**src/rtl/ps2_move_scheduler.sv**
```systemverilog
// ps2_move_scheduler: turns a raw PS/2 Set-2 byte stream into move events.
// A small parser strips the E0/F0 prefixes and tracks five held game keys.
// Each new key-down schedules an immediate move. While any key is held, an
// auto-repeat timer re-arms every held key. A round-robin arbiter shares the
// single registered move output among the five keys.
//
// Handshake: move_valid/move_code form a registered source. Once move_valid
// is high, move_code stays stable until the cycle in which move_ready is
// high, which is the transfer. A new event may be loaded in that same cycle,
// so back-to-back transfers give one event per clock.
module ps2_move_scheduler #(
  parameter int REPEAT_DELAY   = 25_000_000,
  parameter int REPEAT_PERIOD  = 5_000_000,
  parameter int PREFIX_TIMEOUT = 100_000,
  parameter int CNT_W          = 25
) (
  input  logic       CLOCK_50,
  input  logic       resetn,
  input  logic       rx_done_tick,
  input  logic [7:0] rx_data,
  input  logic       move_ready,
  output logic       move_valid,
  output logic [2:0] move_code,
  output logic [4:0] held_keys,
  output logic       unknown_key
);

  localparam logic [CNT_W-1:0] DLY_LAST = CNT_W'(REPEAT_DELAY - 1);
  localparam logic [CNT_W-1:0] PER_LAST = CNT_W'(REPEAT_PERIOD - 1);
  localparam logic [CNT_W-1:0] PTO_LAST = CNT_W'(PREFIX_TIMEOUT - 1);

  typedef enum logic [1:0] {
    P_IDLE    = 2'd0,
    P_EXT     = 2'd1,
    P_BRK     = 2'd2,
    P_EXT_BRK = 2'd3
  } pstate_t;

  // Internal reset: asserts together with resetn, releases on a clock edge
  logic [1:0] rst_sync;
  logic       rst_n;

  pstate_t          state_q, state_d;
  logic [CNT_W-1:0] pto_q, pto_d;
  logic             is_make, is_break, is_ext;
  logic [4:0]       key_hit;
  logic [4:0]       held_q, held_d;
  logic [4:0]       new_keys;
  logic [4:0]       pending_q, pending_d;
  logic [4:0]       set_mask, clr_mask;
  logic             unknown_q;
  logic [CNT_W-1:0] rep_cnt_q;
  logic             rep_phase_q;   // 0: waiting for first repeat, 1: periodic
  logic             rep_expire;
  logic [2:0]       rr_ptr_q;
  logic             move_valid_q;
  logic [2:0]       move_code_q;
  logic             load;
  logic             grant_found;
  logic [2:0]       grant_idx;
  logic [3:0]       scan;

  // Reset synchronizer: async assert, release after two rising edges
  always_ff @(posedge CLOCK_50 or negedge resetn) begin
    if (!resetn) rst_sync <= 2'b00;
    else         rst_sync <= {rst_sync[0], 1'b1};
  end

  assign rst_n = rst_sync[1];

  // Parser state and prefix-timeout counter
  always_ff @(posedge CLOCK_50 or negedge rst_n) begin
    if (!rst_n) begin
      state_q <= P_IDLE;
      pto_q   <= '0;
    end else begin
      state_q <= state_d;
      pto_q   <= pto_d;
    end
  end

  // Parser next state: classify each byte as prefix, make or break
  always_comb begin
    state_d  = state_q;
    pto_d    = '0;
    is_make  = 1'b0;
    is_break = 1'b0;
    is_ext   = 1'b0;
    if (rx_done_tick) begin
      case (state_q)
        P_IDLE: begin
          if (rx_data == 8'hE0)      state_d = P_EXT;
          else if (rx_data == 8'hF0) state_d = P_BRK;
          else                       is_make = 1'b1;
        end
        P_EXT: begin
          if (rx_data == 8'hF0)      state_d = P_EXT_BRK;
          else if (rx_data == 8'hE0) state_d = P_EXT;
          else begin
            is_make = 1'b1;
            is_ext  = 1'b1;
            state_d = P_IDLE;
          end
        end
        P_BRK: begin
          is_break = 1'b1;
          state_d  = P_IDLE;
        end
        default: begin
          is_break = 1'b1;
          is_ext   = 1'b1;
          state_d  = P_IDLE;
        end
      endcase
    end else if (state_q != P_IDLE) begin
      // A prefix left dangling too long is dropped
      if (pto_q == PTO_LAST) state_d = P_IDLE;
      else                   pto_d   = pto_q + CNT_W'(1);
    end
  end

  // Key map: final byte plus extended flag to a one-hot game key
  always_comb begin
    key_hit = '0;
    case ({is_ext, rx_data})
      9'h16B:  key_hit = 5'b00001;
      9'h174:  key_hit = 5'b00010;
      9'h175:  key_hit = 5'b00100;
      9'h172:  key_hit = 5'b01000;
      9'h029:  key_hit = 5'b10000;
      default: key_hit = 5'b00000;
    endcase
  end

  // Held-key bookkeeping; typematic makes of a held key change nothing
  always_comb begin
    new_keys = is_make ? (key_hit & ~held_q) : 5'b0;
    held_d   = held_q;
    if (is_make)  held_d = held_q | key_hit;
    if (is_break) held_d = held_q & ~key_hit;
  end

  assign rep_expire = (held_q != 5'b0) &&
                      (rep_cnt_q == (rep_phase_q ? PER_LAST : DLY_LAST));

  // Held keys, unknown-key pulse and the auto-repeat timer
  always_ff @(posedge CLOCK_50 or negedge rst_n) begin
    if (!rst_n) begin
      held_q      <= '0;
      unknown_q   <= 1'b0;
      rep_cnt_q   <= '0;
      rep_phase_q <= 1'b0;
    end else begin
      held_q    <= held_d;
      unknown_q <= is_make && (key_hit == 5'b0);
      if (new_keys != 5'b0 || held_q == 5'b0) begin
        rep_cnt_q   <= '0;
        rep_phase_q <= 1'b0;
      end else if (rep_expire) begin
        rep_cnt_q   <= '0;
        rep_phase_q <= 1'b1;
      end else begin
        rep_cnt_q <= rep_cnt_q + CNT_W'(1);
      end
    end
  end

  // Round-robin search: first pending key at or above the pointer, wrapping
  always_comb begin
    grant_found = 1'b0;
    grant_idx   = 3'd0;
    scan        = 4'd0;
    for (int i = 0; i < 5; i++) begin
      scan = {1'b0, rr_ptr_q} + 4'(i);
      if (scan > 4'd4) scan = scan - 4'd5;
      if (!grant_found && pending_q[scan[2:0]]) begin
        grant_found = 1'b1;
        grant_idx   = scan[2:0];
      end
    end
  end

  // Pending update: a set in the same cycle as the grant keeps the bit
  always_comb begin
    load      = !move_valid_q || move_ready;
    clr_mask  = (load && grant_found) ? (5'b00001 << grant_idx) : 5'b0;
    set_mask  = new_keys | (rep_expire ? held_q : 5'b0);
    pending_d = (pending_q & ~clr_mask) | set_mask;
  end

  // Pending register and the registered output stage
  always_ff @(posedge CLOCK_50 or negedge rst_n) begin
    if (!rst_n) begin
      pending_q    <= '0;
      rr_ptr_q     <= 3'd0;
      move_valid_q <= 1'b0;
      move_code_q  <= 3'd0;
    end else begin
      pending_q <= pending_d;
      if (load) begin
        if (grant_found) begin
          move_valid_q <= 1'b1;
          move_code_q  <= grant_idx + 3'd1;
          rr_ptr_q     <= (grant_idx == 3'd4) ? 3'd0 : grant_idx + 3'd1;
        end else begin
          move_valid_q <= 1'b0;
          move_code_q  <= 3'd0;
        end
      end
    end
  end

  assign move_valid  = move_valid_q;
  assign move_code   = move_code_q;
  assign held_keys   = held_q;
  assign unknown_key = unknown_q;

endmodule

```
**config.mk**
```make
export PLATFORM = sky130hd
export DESIGN_NAME = ps2_move_scheduler
export DESIGN_NICKNAME = d
export VERILOG_FILES = /design/src/rtl/ps2_move_scheduler.sv
export SDC_FILE = /design/constraint.sdc
export NUM_CORES = 1
export LEC_CHECK = 0
export ABC_AREA = 1
export CAP_MARGIN = 20
export CORE_AREA = 2 2 95 97
export DETAILED_ROUTE_END_ITERATION = 12
export DIE_AREA = 0 0 97 99
export PLACE_DENSITY = 0.79
export SYNTH_ARGS = -nofsm -noshare
export SYNTH_HDL_FRONTEND = slang
export SYNTH_SLANG_ARGS = --single-unit
export TNS_END_PERCENT = 100
```
**constraint.sdc**
```tcl
create_clock -name CLOCK_50 -period 2.8 [get_ports CLOCK_50]
set_input_delay 0.42 -clock CLOCK_50 [delete_from_list [all_inputs] [get_ports CLOCK_50]]
set_output_delay 0.42 -clock CLOCK_50 [all_outputs]
set_load 0.02 [all_outputs]
```
* Yosys cells after proc, flatten, opt, wreduce, memory -nomap -nowiden
Cells that the tools add are included.
Word-level totals: register bits after elaboration 73, input port bits 12, output and inout port bits 10, logic and storage cells 144
Operators by class: add/sub/neg operators 12, $lt $le $gt $ge 10, equal/unequal tests 13, shifts and indexed selects 1, multiplexer cells 60, bitwise operators 9, reductions and logical operators 28
Operator list (number):
- $mux 25 | 6
- $add 25x1->25 const B | 2
- $eq 9x9->1 const B | 4
- $mux 3 | 12
- $eq 25x17->1 const B | 1
- $eq 25x25->1 | 1
- $mux 5 | 5
- $pmux 5 s5 | 1
- $mux 1 | 22
- $lt 3x4->1 const B | 5
- $eq 8x8->1 const B | 2
- $gt 4x3->1 const B | 4
- $and 5x5->5 | 3
- $bmux 1 s3 | 5
- $not 5->5 | 3
- $or 5x5->5 | 3
- $sub 3x3->3 const B | 5
- $mux 2 | 6
- $logic_not 5->1 | 2
- $reduce_bool 2->1 | 5
- $reduce_bool 5->1 | 2
- $eq 9x6->1 const B | 1
- $add 3x2->4 const B | 2
- $logic_and 1x1->1 | 7
- other kinds (17) | 24

* Depth between registers and ports, before layout
word-level depth 22, mapped depth 27, mapped depth without buffers 24

* Worst setup path before layout
Ideal clock, no wire load.
kind reg2reg, from register rr_ptr_q[0], to register rr_ptr_q[2], library setup time 116 ps, arrival 2888 ps, required time 2684 ps, setup slack -205 ps, cell stages (with the launch flop) 25, buffers on the path 2, period minus slack after synthesis 3005 ps, cells stage by stage dfrtp_1 buf_6 inv_4 buf_12 ha_1 inv_1 ha_1 inv_2 o21ai_1 inv_1 nand3_1 nand3b_1 nand2_2 nand3_2 nor3_2 nand2_1 a21oi_1 inv_1 ha_1 inv_1 nor2_1 nand3_1 nand2_1 nand2_1 nand2_1
On the way: cells in the longest elaborated chain, start to end 19, elaborated cells between the ends (all ways) 51, classes of those cells add/sub: 10; order compare: 5; eq/ne: 1; mux: 26; reduce/logical: 9
Ends and longest elaborated chain:
- start: declaration | RTL line 55 | logic [2:0] rr_ptr_q;
- start signal: assignment | RTL line 204 | rr_ptr_q <= (grant_idx == 3'd4) ? 3'd0 : grant_idx + 3'd1;
- parallel branches: the longest is 19 deep, another holds $add 3x1->4
Parallel ways; which one is timed is not known. The select of a mux whose other input is x is not followed. A chain may end at the register's enable or synchronous reset.

* Worst setup path after layout
from register rr_ptr_q[0], to register pending_q[1]
On the way: cells in the longest elaborated chain, start to end 22, elaborated cells between the ends (all ways) 53, classes of those cells add/sub: 9; order compare: 5; shift: 1; mux: 26; bitwise: 3; reduce/logical: 9
Ends and longest elaborated chain:
- parallel branches: the longest is 18 deep, another holds $add 3x1->4
- $mux 5 * | RTL line 186 | clr_mask = (load && grant_found) ? (5'b00001 << grant_idx) : 5'b0;
- $not 5->5 * | RTL line 188 | pending_d = (pending_q & ~clr_mask) | set_mask;
- $and 5x5->5 * | RTL line 188
- $or 5x5->5 * | RTL line 188
- named net pending_d[1] | RTL line 49 | logic [4:0] pending_q, pending_d;
- end signal: assignment | RTL line 199 | pending_q <= pending_d;
- end: declaration | RTL line 49
Mark *: on every way through the listed nets, which the timed path passes. The select of a mux whose other input is x is not followed.

==> impl_metrics.ini <==
[sta]
rsz0062_at_grt = yes
slew_headroom = 0.539
slew_violations = 0
max_freq_mhz = 336
post-route-period-util = 1.06
worst_slew_pin_slew_ns = 0.691
skew_ns = 0.00738
fin_hold_ws_ns = 0.231
worst_slack_ns = -0.172
finalCriticalPeriod_ns = 2.97
fin_tns_setup_ns = -0.412
setup_violations = 5
finalHoldViolCount = 0

[clock_tree]
cts_root_buffer = clkbuf_8
clock_path_buffers = 2
cts_tree = done
clkSlewWorstSetupHoldPaths_ns = 0.08
htreeDepth = 3
cts_buffers = 9
cts.sink_count = 73
clk_latency_ns = 0.34

[pwr]
p_leak_nw = 2.80
p_seq_frac = 0.183
p_per_area_nw_per_um2 = 1200
switching_share = 0.487
p_int_mw = 3.77
clockPowerShare = 0.112
combPwrFrac = 0.704
peakVddDrop_uv = 779
power_mw = 7.35
power_switching_mw = 3.58

[yosys]
synth.most_common_cell = nand2_1
synth_common_cells = nand2_1 (158), inv_1 (95), dfrtp_1 (73)
synth_top_area_frac = 0.360
synth_edf_count = 0
synthCells = 702
dominantRegCellSynth = dfrtp_1
ys_async_sr_fraction = 1.00
synthTopCellsByArea = dfrtp_1 (36%), nand2_1 (12%), inv_1 (7.0%)
post-synth-top-area-cell = dfrtp_1
yosys.cell_types.count = 44
syn_area_per_cell_sq_um = 7.22
synth_area_sq_um = 5070
ys_warn_count = 0
synth-seq-cells = 73
synth-seq-area-share = 0.360
synth_nets = 731

[final_layout]
diodes = 0
fin_area_sq_um = 6130
fill_cells = 650
fin_cells = 873
utilization = 0.717
drive_gt1_frac = 0.239
layout.nets = 789
area_growth_pct = 20.9
multi_input_area_sq_um = 3090
regArea_sq_um = 1830

[die]
io_pins = 22
die_area_sq_um = 9600
coreArea_sq_um = 8550
start_util = 0.593
fp-row-count = 34
die_x_um = 97
die_h_um = 99

[detailed_routing]
drc = 0
ant_nets = 0
vias_per_cell = 5.55
vias = 4845
wl_um = 12400
avgRoutedWirePerCell_um = 14.2
drtPass1Iterations = 4
drt_iter0_markers = 259

[place]
place_area_sq_um = 5520
dpl_worst_slack_ns = -0.112
hpwl_um = 8750
gp_congestion = 0.964
dp_cells = 838
io_buffers = 21

[grt]
grt_max_degree = 32
grtUsageTotal = 0.259
antenna_found_initial = 0
grt_pass1_wl_um = 20800
grt_pass1_vias = 4737
grt_overflow = 0

[worst_setup_path]
worstPathMaxFanout = 11
start_kind = flip-flop
crit_arrival_ns = 3.20
critPathRequiredTime_ns = 3.02
reg2reg_depth = 18
crit_type = reg -> reg
cp-end-kind = flip-flop

[run_status]
violations = setup timing
status = finished with violations

[min_path]
hp-class = in -> async

[run]
max_cap_viol_count = 0
## per-layer routing
metal	share of wire	global-route usage	up-vias
li1	-	-	2407
met3	0.052	0.0496	26
met4	0.017	0.0834	0
met2	0.51	0.458	142
met1	0.42	0.320	2270
met5	0	0	-
## cell families after synthesis
group	share of synthesized area
AO/OA/AOI/OAI	0.0785
XOR/XNOR	0.0380
adder cells (fa/ha/maj)	0.0419
buffers and inverters	0.0908
flip-flops	0.360
other	0.000739
AND/OR/NAND/NOR	0.390
## layout by cell type, fill, tap and decap left out, types with 21 or more instances in the layout
| master | netlist | final |
|---|---|---|
| nand2_1 | 158 | 136 |
| inv_1 | 95 | 84 |
| dfrtp_1 | 73 | 70 |
| nor2_1 | 67 | 62 |
| nand3_1 | 58 | 50 |
| buf_4 | 0 | 34 |
| nand2_2 | 16 | 33 |
| nor2_2 | 27 | 28 |
| nand4_1 | 26 | 26 |
| o21ai_0 | 27 | 25 |
| clkdlybuf4s50_1 | 0 | 21 |
## worst paths after layout
check	slack, ns	to	from
worst max-delay path	-0.17	pending_q[1]$_DFF_PN0_	rr_ptr_q[0]$_DFFE_PN0P_
worst min-delay path	0.23	rst_sync[1]$_DFF_PN0_	resetn
worst max register to register	-0.17	pending_q[1]$_DFF_PN0_	rr_ptr_q[0]$_DFFE_PN0P_
worst min register to register	0.32	pto_q[3]$_DFF_PN0_	rst_sync[1]$_DFF_PN0_
max in group asynchronous	1.66	rr_ptr_q[0]$_DFFE_PN0P_	rst_sync[1]$_DFF_PN0_
min in group CLOCK_50	0.36	rst_sync[1]$_DFF_PN0_	rst_sync[0]$_DFF_PN0_
## worst max-delay path, cell delays in order, from the launching register on
cell and delay [ns]:
dfrtp_2 0.45, inv_4 0.08, buf_4 0.21, ha_1 0.20
xor2_1 0.18, nand3_1 0.12, nand2_1 0.12, inv_1 0.07
nand4_1 0.12, nand2_4 0.11, nor3_4 0.26, nand2_1 0.11
a21oi_2 0.17, buf_4 0.15, buf_4 0.12, ha_4 0.13
nand2_2 0.05, nor2_1 0.13, o21bai_1 0.09
## power groups by stage
stage | Combinational, mW | Clock, mW | Sequential, mW
floorplan | 2.60 | 0 | 1.37
global placement | 3.37 | 0 | 1.35
detailed placement | 3.50 | 0 | 1.36
CTS | 3.87 | 0.846 | 1.34
global route | 5.60 | 0.892 | 1.37
finish | 5.18 | 0.826 | 1.35
## final cells by class
cell class	instances	share of cell area
multi-input combinational	518	0.504
sequential	73	0.299
timing repair buffer	57	0.0810
inverter	101	0.0627
tap	108	0.0220
clock buffer	10	0.0208
clock inverter	6	0.0108
## repair_timing
item | 4_1_cts | 5_1_grt
setup endpoints to repair | 9 | 10
hold buffers | 0 | 0
pin swaps | 8 | 34
gates resized for setup | 25 | 49
buffers inserted | 9 | 10
## state kept, by name, indices dropped and copies added (netlist names), named ones only
register     cells
move_code        3
state_q          2
rep_cnt_q       25
rr_ptr_q         3
pto_q           25
rep_phase_q      1
pending_q        5
rst_sync         2
unknown_key      1
move_valid       1
(Power assumes the default switching activity.)
==> patch, RTL diff (same flow settings) <==
Set the parameter `CNT_W` to 17 (it was 25).
--- a/src/rtl/ps2_move_scheduler.sv
+++ b/src/rtl/ps2_move_scheduler.sv
@@ -13,5 +13,5 @@
   parameter int REPEAT_PERIOD  = 5_000_000,
   parameter int PREFIX_TIMEOUT = 100_000,
-  parameter int CNT_W          = 25
+  parameter int CNT_W          = 17
 ) (
   input  logic       CLOCK_50,
Check against the original RTL: no difference found for any inputs over 4 cycles, from zero or initial values and one cycle with resetn low; that may be too few to reach the edited logic, so the function may still have changed.
==> patch against the original RTL <==
  * The run still ends with setup timing left
  * Core utilization fell by 8.3 points
  * First-iteration DRC count decreased by 41%
  * Count of clock-buffer cells in the layout is 3 higher
  * Routed wire length shrank 15%
  * Critical path depth is 4 higher
  * Global-route usage decreased by 3.3 points
  * Via count down 13%
  * Power rose by 0.60%
  * Area after synthesis fell by 18%
  * Final area shrank 12%
  * Sequential cell count shrank 16
  * Setup slack improved by 0.077 ns
==> patch: results (changes against the original RTL) <==
Run status
The final reports fail on setup timing. The run finished, with violations left.

Placement
The worst-case setup slack after placement came to -0.0921 ns (+0.0200 ns). The detailed placement HPWL is 7700 um (-12%). The total placed instance area is 0.00489 mm^2 (-11%).

The weighted congestion reported at the end of routability-driven placement came to 0.940 (-2.4%).

Timing
The count of final setup violators is 9 (+4). The transition time of the tightest slew-check pin is 0.608 ns (-0.0836 ns). The smallest setup slack after layout was -0.0947 ns (+0.0771 ns).

Synth
The xor and xnor area share after synthesis is 3.55% (-0.25 points). The net count after synthesis is 624 (-15%). By count the netlist is led by sky130_fd_sc_hd__nand2_1, sky130_fd_sc_hd__inv_1, sky130_fd_sc_hd__nor2_1, sky130_fd_sc_hd__dfrtp_1, sky130_fd_sc_hd__nand3_1. The adder-cell area share of the yosys netlist is 6.32% (+2.1 points). The share of the synthesized area in compound gates (AO/OA/AOI/OAI) is 6.20% (-1.6 points).

Setup path
In this run the critical register-to-register path is launched from rr_ptr_q[1]$_DFFE_PN0P_. The data arrival time of the critical path came to 3.18 ns (-0.02 ns). The depth of the worst register-to-register path was 22 (+4).

Routing
The DRC marker count from the first detailed-route iteration is 154 (-41%). The length of routed met2 wiring is 5510 um (-12%). The met1 layer wirelength in the final routing is 4330 um (-17%). The via total after detailed routing is 4205 (-13%). The routed length per instance came to 13.3 um (-5.9%).

The detailed-routing iteration count for the pre-antenna-repair pass came to 5 (+1).

Final layout
The number of nets in the layout came to 706 (-11%). The layout filler cell count was 709 (+9.1%).

GRT
The number of global-route vias before repair was 4083 (-14%). The global-route wire length before repair is 17900 um (-14%). The pin count of the biggest net entering global routing is 34 (+6.3%).

Pwr
The leakage power of the design was 2.56 nW (-8.6%). The maximum resistive drop on vdd is 0.832 mV (+6.9%).
## patch: stage by stage
stage | util, % | cells | setup TNS (ns)
3_5_place_dp | 57.2 | 757 | -0.338
2_1_floorplan | - | 591 | 0
5_1_grt | 63.4 | 786 | -2.00
4_1_cts | 61.3 | 781 | 0
3_3_place_gp | 57.1 | 756 | -0.0343
6_report | 63.4 | 786 | -0.440
## patch: how the worst max path moves through the flow
stage,startpoint,to,slack [ns],depth (start not counted)
after global routing,rr_ptr_q[1]$_DFFE_PN0P_,rr_ptr_q[2]$_DFFE_PN0P_,-0.27,18
after global placement,rr_ptr_q[1]$_DFFE_PN0P_,rr_ptr_q[2]$_DFFE_PN0P_,-0.03,18
after floorplan,rr_ptr_q[1]$_DFFE_PN0P_,rr_ptr_q[2]$_DFFE_PN0P_,0.003,19
final,rr_ptr_q[1]$_DFFE_PN0P_,rr_ptr_q[2]$_DFFE_PN0P_,-0.09,22
after detailed placement,rr_ptr_q[1]$_DFFE_PN0P_,rr_ptr_q[2]$_DFFE_PN0P_,-0.09,20
after CTS,rr_ptr_q[1]$_DFFE_PN0P_,rr_ptr_q[2]$_DFFE_PN0P_,0.0005,24
## patch: layout make-up
type	count	area [um^2]	share of cell area [%]
inverters	92	358	6.60
well taps	108	135	2.49
repair buffers	79	662	12.2
clock buffers	13	159	2.93
multi-input cells	434	2640	48.6
clock inverters	3	40.0	0.739
flip-flops and latches	57	1430	26.4
## patch: routing by layer
metal / vias up / GRT usage [%]
li1: 2072 / -
met1: 1996 / 26.4
met2: 116 / 40.3
met3: 21 / 3.40
met4: 0 / 11.2
met5: - / 0
## patch: repair_timing
item | in CTS | in global routing
setup buffers | 8 | 5
gates resized for setup | 24 | 47
endpoints found under the setup margin | 8 | 11
hold buffers | 0 | 0
pin swaps | 16 | 21
## patch: cells by family after synthesis
group                    Yosys count
XOR/XNOR                          16
buffers and inverters            100
AO/OA/AOI/OAI                     43
flip-flops                        57
other                              1
AND/OR/NAND/NOR                  353
adder cells (fa/ha/maj)           21
## patch: power by group
group          switching, mW  total [mW]  internal [mW]
Clock                  0.315       0.772          0.457
Sequential            0.0689       0.999          0.930
Combinational           3.02        5.62           2.61
